==> config.mk <==
export PLATFORM = sky130hd
export DESIGN_NAME = crc_frame_tx
export DESIGN_NICKNAME = d
export VERILOG_FILES = /design/src/rtl/crc_frame_tx.sv
export SDC_FILE = /design/constraint.sdc
export NUM_CORES = 1
export LEC_CHECK = 0
export CAP_MARGIN = 10
export CORE_ASPECT_RATIO = 1.75
export CORE_MARGIN = 2
export CORE_UTILIZATION = 45
export DETAILED_ROUTE_END_ITERATION = 7
export DONT_BUFFER_PORTS = 1
export GPL_TIMING_DRIVEN = 0
export PLACE_DENSITY = 0.65
export SLEW_MARGIN = 20
export SYNTH_ARGS = -nofsm -noshare
export SYNTH_HDL_FRONTEND = slang
export SYNTH_SLANG_ARGS = --single-unit
export TNS_END_PERCENT = 30
==> constraint.sdc <==
create_clock -name axis_aclk -period 4.4 [get_ports axis_aclk]
set_input_delay 0 -clock axis_aclk [delete_from_list [all_inputs] [get_ports axis_aclk]]
set_output_delay 0 -clock axis_aclk [all_outputs]
set_load 0.005 [all_outputs]
==> src/rtl/crc_frame_tx.sv <==
// Streaming CRC transmitter: forwards up to FRAME_LEN data beats, then appends
// one CRC beat (m_last=1) computed MSB-first over every forwarded beat.
module crc_frame_tx #(
    parameter int unsigned          DATA_WIDTH = 32,
    parameter int unsigned          CRC_WIDTH  = 32,
    parameter logic [CRC_WIDTH-1:0] POLY       = CRC_WIDTH'(32'h04C11DB7),
    parameter logic [CRC_WIDTH-1:0] INIT       = '1,
    parameter logic [CRC_WIDTH-1:0] XOR_OUT    = '1,
    parameter int unsigned          FRAME_LEN  = 5
) (
    input  logic                  axis_aclk,
    input  logic                  axis_aresetn,
    input  logic [DATA_WIDTH-1:0] s_data,
    input  logic                  s_valid,
    input  logic                  s_last,
    output logic                  s_ready,
    output logic [DATA_WIDTH-1:0] m_data,
    output logic                  m_valid,
    output logic                  m_last,
    input  logic                  m_ready,
    output logic                  frame_ready,
    output logic                  crc_busy
);

    localparam int unsigned          CNT_W    = (FRAME_LEN > 1) ? $clog2(FRAME_LEN) : 1;
    localparam logic [CNT_W-1:0]     LAST_CNT = CNT_W'(FRAME_LEN - 1);

    typedef enum logic [1:0] {
        ST_DATA,
        ST_CRC,
        ST_WAIT
    } state_e;

    function automatic logic [CRC_WIDTH-1:0] crc_next(
        input logic [CRC_WIDTH-1:0]  crc_in,
        input logic [DATA_WIDTH-1:0] data
    );
        logic [CRC_WIDTH-1:0] c;
        logic                 fb;
        c = crc_in;
        for (int i = DATA_WIDTH - 1; i >= 0; i--) begin
            fb = c[CRC_WIDTH-1] ^ data[i];
            c  = (c << 1) ^ (fb ? POLY : '0);
        end
        return c;
    endfunction

    state_e                state_q, state_d;
    logic [CNT_W-1:0]      cnt_q, cnt_d;
    logic [CRC_WIDTH-1:0]  crc_q, crc_d;
    logic [DATA_WIDTH-1:0] m_data_q, m_data_d;
    logic                  m_valid_q, m_valid_d;
    logic                  m_last_q, m_last_d;
    logic                  frame_ready_q, frame_ready_d;
    logic                  crc_busy_q, crc_busy_d;

    logic m_hs;
    logic free;

    assign m_hs = m_valid_q & m_ready;
    assign free = ~m_valid_q | m_ready;

    always_comb begin
        // NOTE: every variable gets a default before the case so no path can infer a latch.
        state_d       = state_q;
        cnt_d         = cnt_q;
        crc_d         = crc_q;
        m_data_d      = m_data_q;
        m_valid_d     = m_valid_q;
        m_last_d      = m_last_q;
        frame_ready_d = 1'b0;
        crc_busy_d    = crc_busy_q;
        s_ready       = 1'b0;

        // A consumed beat empties the output register unless a new beat reloads it below.
        if (m_hs) begin
            m_valid_d = 1'b0;
            m_last_d  = 1'b0;
        end

        unique case (state_q)
            ST_DATA: begin
                s_ready = free;
                if (s_valid && free) begin
                    m_data_d  = s_data;
                    m_valid_d = 1'b1;
                    m_last_d  = 1'b0;
                    crc_d     = crc_next(crc_q, s_data);
                    if (cnt_q == LAST_CNT || s_last) begin
                        state_d    = ST_CRC;
                        crc_busy_d = 1'b1;
                    end else begin
                        cnt_d = cnt_q + CNT_W'(1);
                    end
                end
            end
            ST_CRC: begin
                if (free) begin
                    m_data_d                  = '0;
                    m_data_d[CRC_WIDTH-1:0]   = crc_q ^ XOR_OUT;
                    m_valid_d                 = 1'b1;
                    m_last_d                  = 1'b1;
                    state_d                   = ST_WAIT;
                end
            end
            ST_WAIT: begin
                if (m_hs) begin
                    frame_ready_d = 1'b1;
                    crc_d         = INIT;
                    cnt_d         = '0;
                    crc_busy_d    = 1'b0;
                    state_d       = ST_DATA;
                end
            end
            default: state_d = ST_DATA;
        endcase
    end

    // NOTE: sequential state uses non-blocking assignments only; comb logic above uses blocking.
    always_ff @(posedge axis_aclk or posedge axis_aresetn) begin
        if (axis_aresetn) begin
            state_q       <= ST_DATA;
            cnt_q         <= '0;
            crc_q         <= INIT;
            m_data_q      <= '0;
            m_valid_q     <= 1'b0;
            m_last_q      <= 1'b0;
            frame_ready_q <= 1'b0;
            crc_busy_q    <= 1'b0;
        end else begin
            state_q       <= state_d;
            cnt_q         <= cnt_d;
            crc_q         <= crc_d;
            m_data_q      <= m_data_d;
            m_valid_q     <= m_valid_d;
            m_last_q      <= m_last_d;
            frame_ready_q <= frame_ready_d;
            crc_busy_q    <= crc_busy_d;
        end
    end

    assign m_data      = m_data_q;
    assign m_valid     = m_valid_q;
    assign m_last      = m_last_q;
    assign frame_ready = frame_ready_q;
    assign crc_busy    = crc_busy_q;

endmodule

# Word-level counts from Yosys, hierarchy flattened
# Index checks and enable logic that the tools add are counted.
[totals]
out_inout_bits = 37
reg_bits = 73
[op_classes]
addsub = 1
bitwise = 68
n_reduce_logical = 10
muxes = 62
eq_ne = 8
[op_table]
columns = ["cell", "count"]
rows = [
  ["$xor A32 B27 Y32", 32],
  ["$mux W27", 32],
  ["$mux W32", 4],
  ["$pmux W32 S2", 2],
  ["$not A32 Y32", 1],
  ["$xor A1 B1 Y1", 32],
  ["$mux W1", 12],
  ["$reduce_and A4 Y1", 3],
  ["$ne A2 B2 Y1 const B", 5],
  ["$mux W3", 3],
  ["$mux W2", 4],
  ["$pmux W1 S2", 3],
  ["$pmux W2 S3", 1],
  ["$pmux W3 S2", 1],
  ["$reduce_and A3 Y1", 2],
  ["$reduce_bool A2 Y1", 2],
  ["$add A3 B1 Y3 const B", 1],
  ["$eq A3 B3 Y1 const B", 1],
  ["$eq A2 B1 Y1 const B", 1],
  ["$eq A2 B2 Y1 const B", 1],
  ["$logic_not A2 Y1", 1],
  ["$and A1 B1 Y1", 1],
  ["$logic_and A1 B1 Y1", 1],
  ["$logic_or A1 B1 Y1", 1],
  ["2 further kinds", 2],
]

# Depth between registers and ports, before layout
[depth]
ltp_word = 98
ltp_mapped = 9

# Least setup slack after synthesis
# No wires, ideal clock.
[synth_timing]
path_type = "register -> register"
start = "register crc_q[27]"
end = "register crc_q[11]"
arrival_time_ps = 3744
path_stages_with_launch = 10
synth_period_minus_slack_ps = 3823
setup_slack_ps = 577
required_ps = 4320
cell_sequence = "dfstp_2 -> xor2_2 -> xnor3_2 -> xnor3_2 -> xnor3_2 -> xnor3_4 -> xnor2_2 -> xnor2_4 -> xnor3_1 -> o22a_1"
[synth_via]
elab_chain_len = 44
word_cells_on_any_way = 60
classes_between = "15 x mux; 45 x bitwise"
[synth_lines]
columns = ["item", "line_no", "text"]
rows = [
  ["start: declaration", "50", "logic [CRC_WIDTH-1:0] crc_q, crc_d;"],
  ["start signal: assignment", "133", "crc_q <= crc_d;"],
  ["$xor A32 B27 Y32 * (4 in series)", "43", "c = (c << 1) ^ (fb ? POLY : '0);"],
  ["$xor A1 B1 Y1 *", "42", "fb = c[CRC_WIDTH-1] ^ data[i];"],
  ["$mux W27 *", "43", ""],
  ["$xor A32 B27 Y32 * (6 in series)", "43", ""],
  ["$xor A1 B1 Y1 / $xor A32 B27 Y32 (equally long branches)", "42, 43", ""],
  ["$mux W27 / $xor A32 B27 Y32 (equally long branches)", "43", ""],
  ["$xor A32 B27 Y32 * (6 in series)", "43", ""],
  ["$xor A1 B1 Y1 / $xor A32 B27 Y32 (equally long branches)", "42, 43", ""],
  ["[... 7 more ...]", "n/a", ""],
  ["$xor A1 B1 Y1 / $xor A32 B27 Y32 (equally long branches)", "42, 43", ""],
  ["$mux W27 / $xor A32 B27 Y32 (equally long branches)", "43", ""],
  ["$xor A32 B27 Y32 * (6 in series)", "43", ""],
  ["$xor A1 B1 Y1 / $xor A32 B27 Y32 (equally long branches)", "42, 43", ""],
  ["$mux W27 / $xor A32 B27 Y32 (equally long branches)", "43", ""],
  ["$xor A32 B27 Y32 * (4 in series)", "43", ""],
  ["$mux W32 *", "84", "if (s_valid && free) begin"],
  ["$pmux W32 S2 *", "81", "unique case (state_q)"],
]
# Mark *: on every way between the ends. The rest lies on a longest branch, timed or not. The select of a mux whose other input is x is not followed.
# A chain may end at the register's enable or synchronous reset.

# Final worst setup path
# Same ends and word-level chain as after synthesis.

==> metrics.yaml <==
timing:
  fin_crit_ns: 4.39
  skew_ns: 0.0113
  setup_viol: 0
  slew_headroom_pct: 26.9
  max_freq_mhz: 228
  rsz0062_at_grt: "yes"
  min_period_over_period_pct: 99.8
  worst_pin_slew_ns: 1.09
  finalHoldViolCount: 0
  tns_ns: 0
  maxSlewViolCount: 0
clock_network:
  clk_latency_ns: 0.34
  tritoncts: "built"
  path_clk_slew_ns: 0.07
  htree_levels: 3
  cts_inserted_buffers: 9
  clockBufferDepth: 2
  clock_sinks: 73
  cts_root_buf: "clkbuf_16"
worst_setup_path:
  reg2reg_from: "crc_q[27]$_DFFE_PP1P_"
  max_stage_delay_ns: 0.64
  crit_path_frequent_cell: "xnor3_2"
  arrival_ns: 4.66
  critPathSlowestCell: "xnor3_4"
  startpoint: "crc_q[27]$_DFFE_PP1P_"
  worstPathRequired_ns: 4.67
  worstSetupEndpointType: "register"
  crit_chain: "xor2_2 > xnor3_2 > xnor3_2 > xnor3_2 > xnor3_4 > xnor2_2 > xnor2_4 > xnor3_1 > o22a_1"
  worstSetupPathType: "register to register"
  critPathMaxFanout: 6
  cp-start-kind: "register"
synth:
  synth_area_leaders: "xnor2_1, dfrtp_1, dfstp_2"
  seq_area_frac_synth_pct: 29.3
  ys_seq_elements: 73
  synth_edf_count: 0
  syn_avg_cell_area_sq_um: 10.7
  synth_ff_type: "dfrtp_1"
  synth_area_sq_um: 6380
  synth_top_area_cell: "xnor2_1"
  yosysUniqueCellTypes: 34
  synth_top_area_share_pct: 22.4
  syn_nets: 634
  ys_warn_count: 0
  async_reset_ff_share_pct: 100
  syn_inst: 595
status:
  status: "finished, final reports clean"
cells_and_area:
  area_growth_pct: 15.2
  num-fill-cells: 1262
  final_nets: 682
  drive_above_1_share_pct: 14.4
  num_antenna_cells: 0
routing:
  drt_iter0_drc: 205
  drt-pass1-iter-count: 4
  drtAntennaViolNets: 0
  drc: 0
  viasPerCell: 5.39
  wirelength_um: 18700
  vias: 4443
  wire_per_inst_um: 22.6
placement:
  gp_congestion: 1.02
  numPortBuffers: 0
  dpl.hpwl_um: 14900
floorplanning:
  core_area_sq_um: 13800
  rows: 57
  die_area_sq_um: 15200
  initial_core_util_pct: 46.1
  die_h_um: 161
  die_w_um: 94.0
  io-pin-count: 74
grt:
  grt_pass1_wl_um: 28800
  grtUsageTotal_pct: 26.0
  grt-ovfl-total: 0
  grt_max_degree: 62
  grt_pass1_vias: 4935
  antenna_found_initial: 0
flow_run:
  cap_viol_max_count: 0
hold_path:
  hold_path.class: "input port to asynchronous set/reset pin"
logic make-up (layout without fill, tap and decap cells):
logic type	after synthesis	in the layout	synth area share, %
flip-flops	73	73	29.3
AND/OR/NAND/NOR	110	110	6.85
adder cells (fa/ha/maj)	2	2	0.392
AO/OA/AOI/OAI	112	112	9.26
XOR/XNOR	270	270	52.5
buffers and inverters	27	80	1.59
multiplexers	1	1	0.157
cells in the mapped netlist, drive strengths merged (2+ instances only):
library cell    n
xor3            7
o22ai           2
dfstp          32
a21oi          98
dfrtp          41
nand2b          4
a31oi           2
nor3            2
ha              2
inv             5
nor2           96
xnor2         180
o21ai           2
nand2           3
clkbuf         22
xor2           38
o22a            3
xnor3          45
o21bai          2
state kept, by name, indices dropped and copies added, names as in the netlist:
signal	cells
cnt_q	3
crc_busy	1
crc_q	32
frame_ready	1
m_data	32
m_last	1
m_valid	1
state_q	2
critical path, delay by kind of cell (launching register included):
kind	cells	cell delay, ns
flops	1	0.59
xor+xnor	8	3.56
compound gates	1	0.16
repair_timing:
| item | 4_1_cts | 5_1_grt |
|---|---|---|
| hold endpoints to repair | 91 | 0 |
| pin swaps | 0 | 0 |
| hold buffers | 36 | 0 |
| setup endpoints to repair | 4 | 3 |
| resized for setup | 3 | 5 |
| setup buffers | 0 | 0 |
area by class of cell:
class	count	area (sq um)	area share, %
tap	177	221	3.01
multi-input combinational	495	4470	60.8
buffer	22	82.6	1.12
timing repair buffer	37	388	5.28
inverter	5	21.3	0.290
clock buffer	9	225	3.07
sequential	73	1870	25.4
clock inverter	7	76.3	1.04
final timing paths:
check	depth (start not counted)	slack, ns	to
worst max-delay path	9	0.007	crc_q[11]$_DFFE_PP1P_
worst min-delay path	2	0.05	m_data[29]$_DFFE_PP0P_
worst max register to register	9	0.007	crc_q[11]$_DFFE_PP1P_
worst min register to register	2	0.52	crc_q[4]$_DFFE_PP1P_
max in group asynchronous	3	3.73	crc_q[25]$_DFFE_PP1P_
min in group axis_aclk	3	0.06	state_q[1]$_DFFE_PP0P_
placed cells by master (no fill, tap or decap), drive strengths merged, types with 3 or more instances in the layout:
cell type / n
xnor3: 45
o22a: 3
xor3: 7
xnor2: 180
dfrtp: 41
nand2: 3
a21oi: 98
nor2: 96
inv: 7
nand2b: 4
xor2: 38
dfstp: 32
clkbuf: 31
dlygate4sd3: 36
through the flow:
| step | worst slack, ns | hold slack [ns] | utilization, % | area (sq um) | cells |
|---|---|---|---|---|---|
| 3_5_place_dp | -0.0647 | -0.199 | 47.9 | 6630 | 773 |
| 4_1_cts | 0.00279 | 0.0486 | 52.8 | 7310 | 825 |
| 5_1_grt | -0.0589 | 0.0738 | 53.1 | 7350 | 825 |
| 3_3_place_gp | -0.0699 | 0.161 | 47.7 | 6600 | 772 |
| 6_report | 0.00683 | 0.0518 | 53.1 | 7350 | 825 |
| 2_1_floorplan | 0.577 | 0.150 | - | 6380 | 595 |
routing by layer:
| layer | routed length (um) | track usage, % |
|---|---|---|
| met3 | 646 | 3.36 |
| met4 | 1190 | 14.8 |
| met2 | 10400 | 48.1 |
| met1 | 6430 | 27.5 |
| met5 | 0 | 0 |
Power is not shown: default switching activity piles up to over one toggle a cycle in this logic, so the estimate is an artifact.
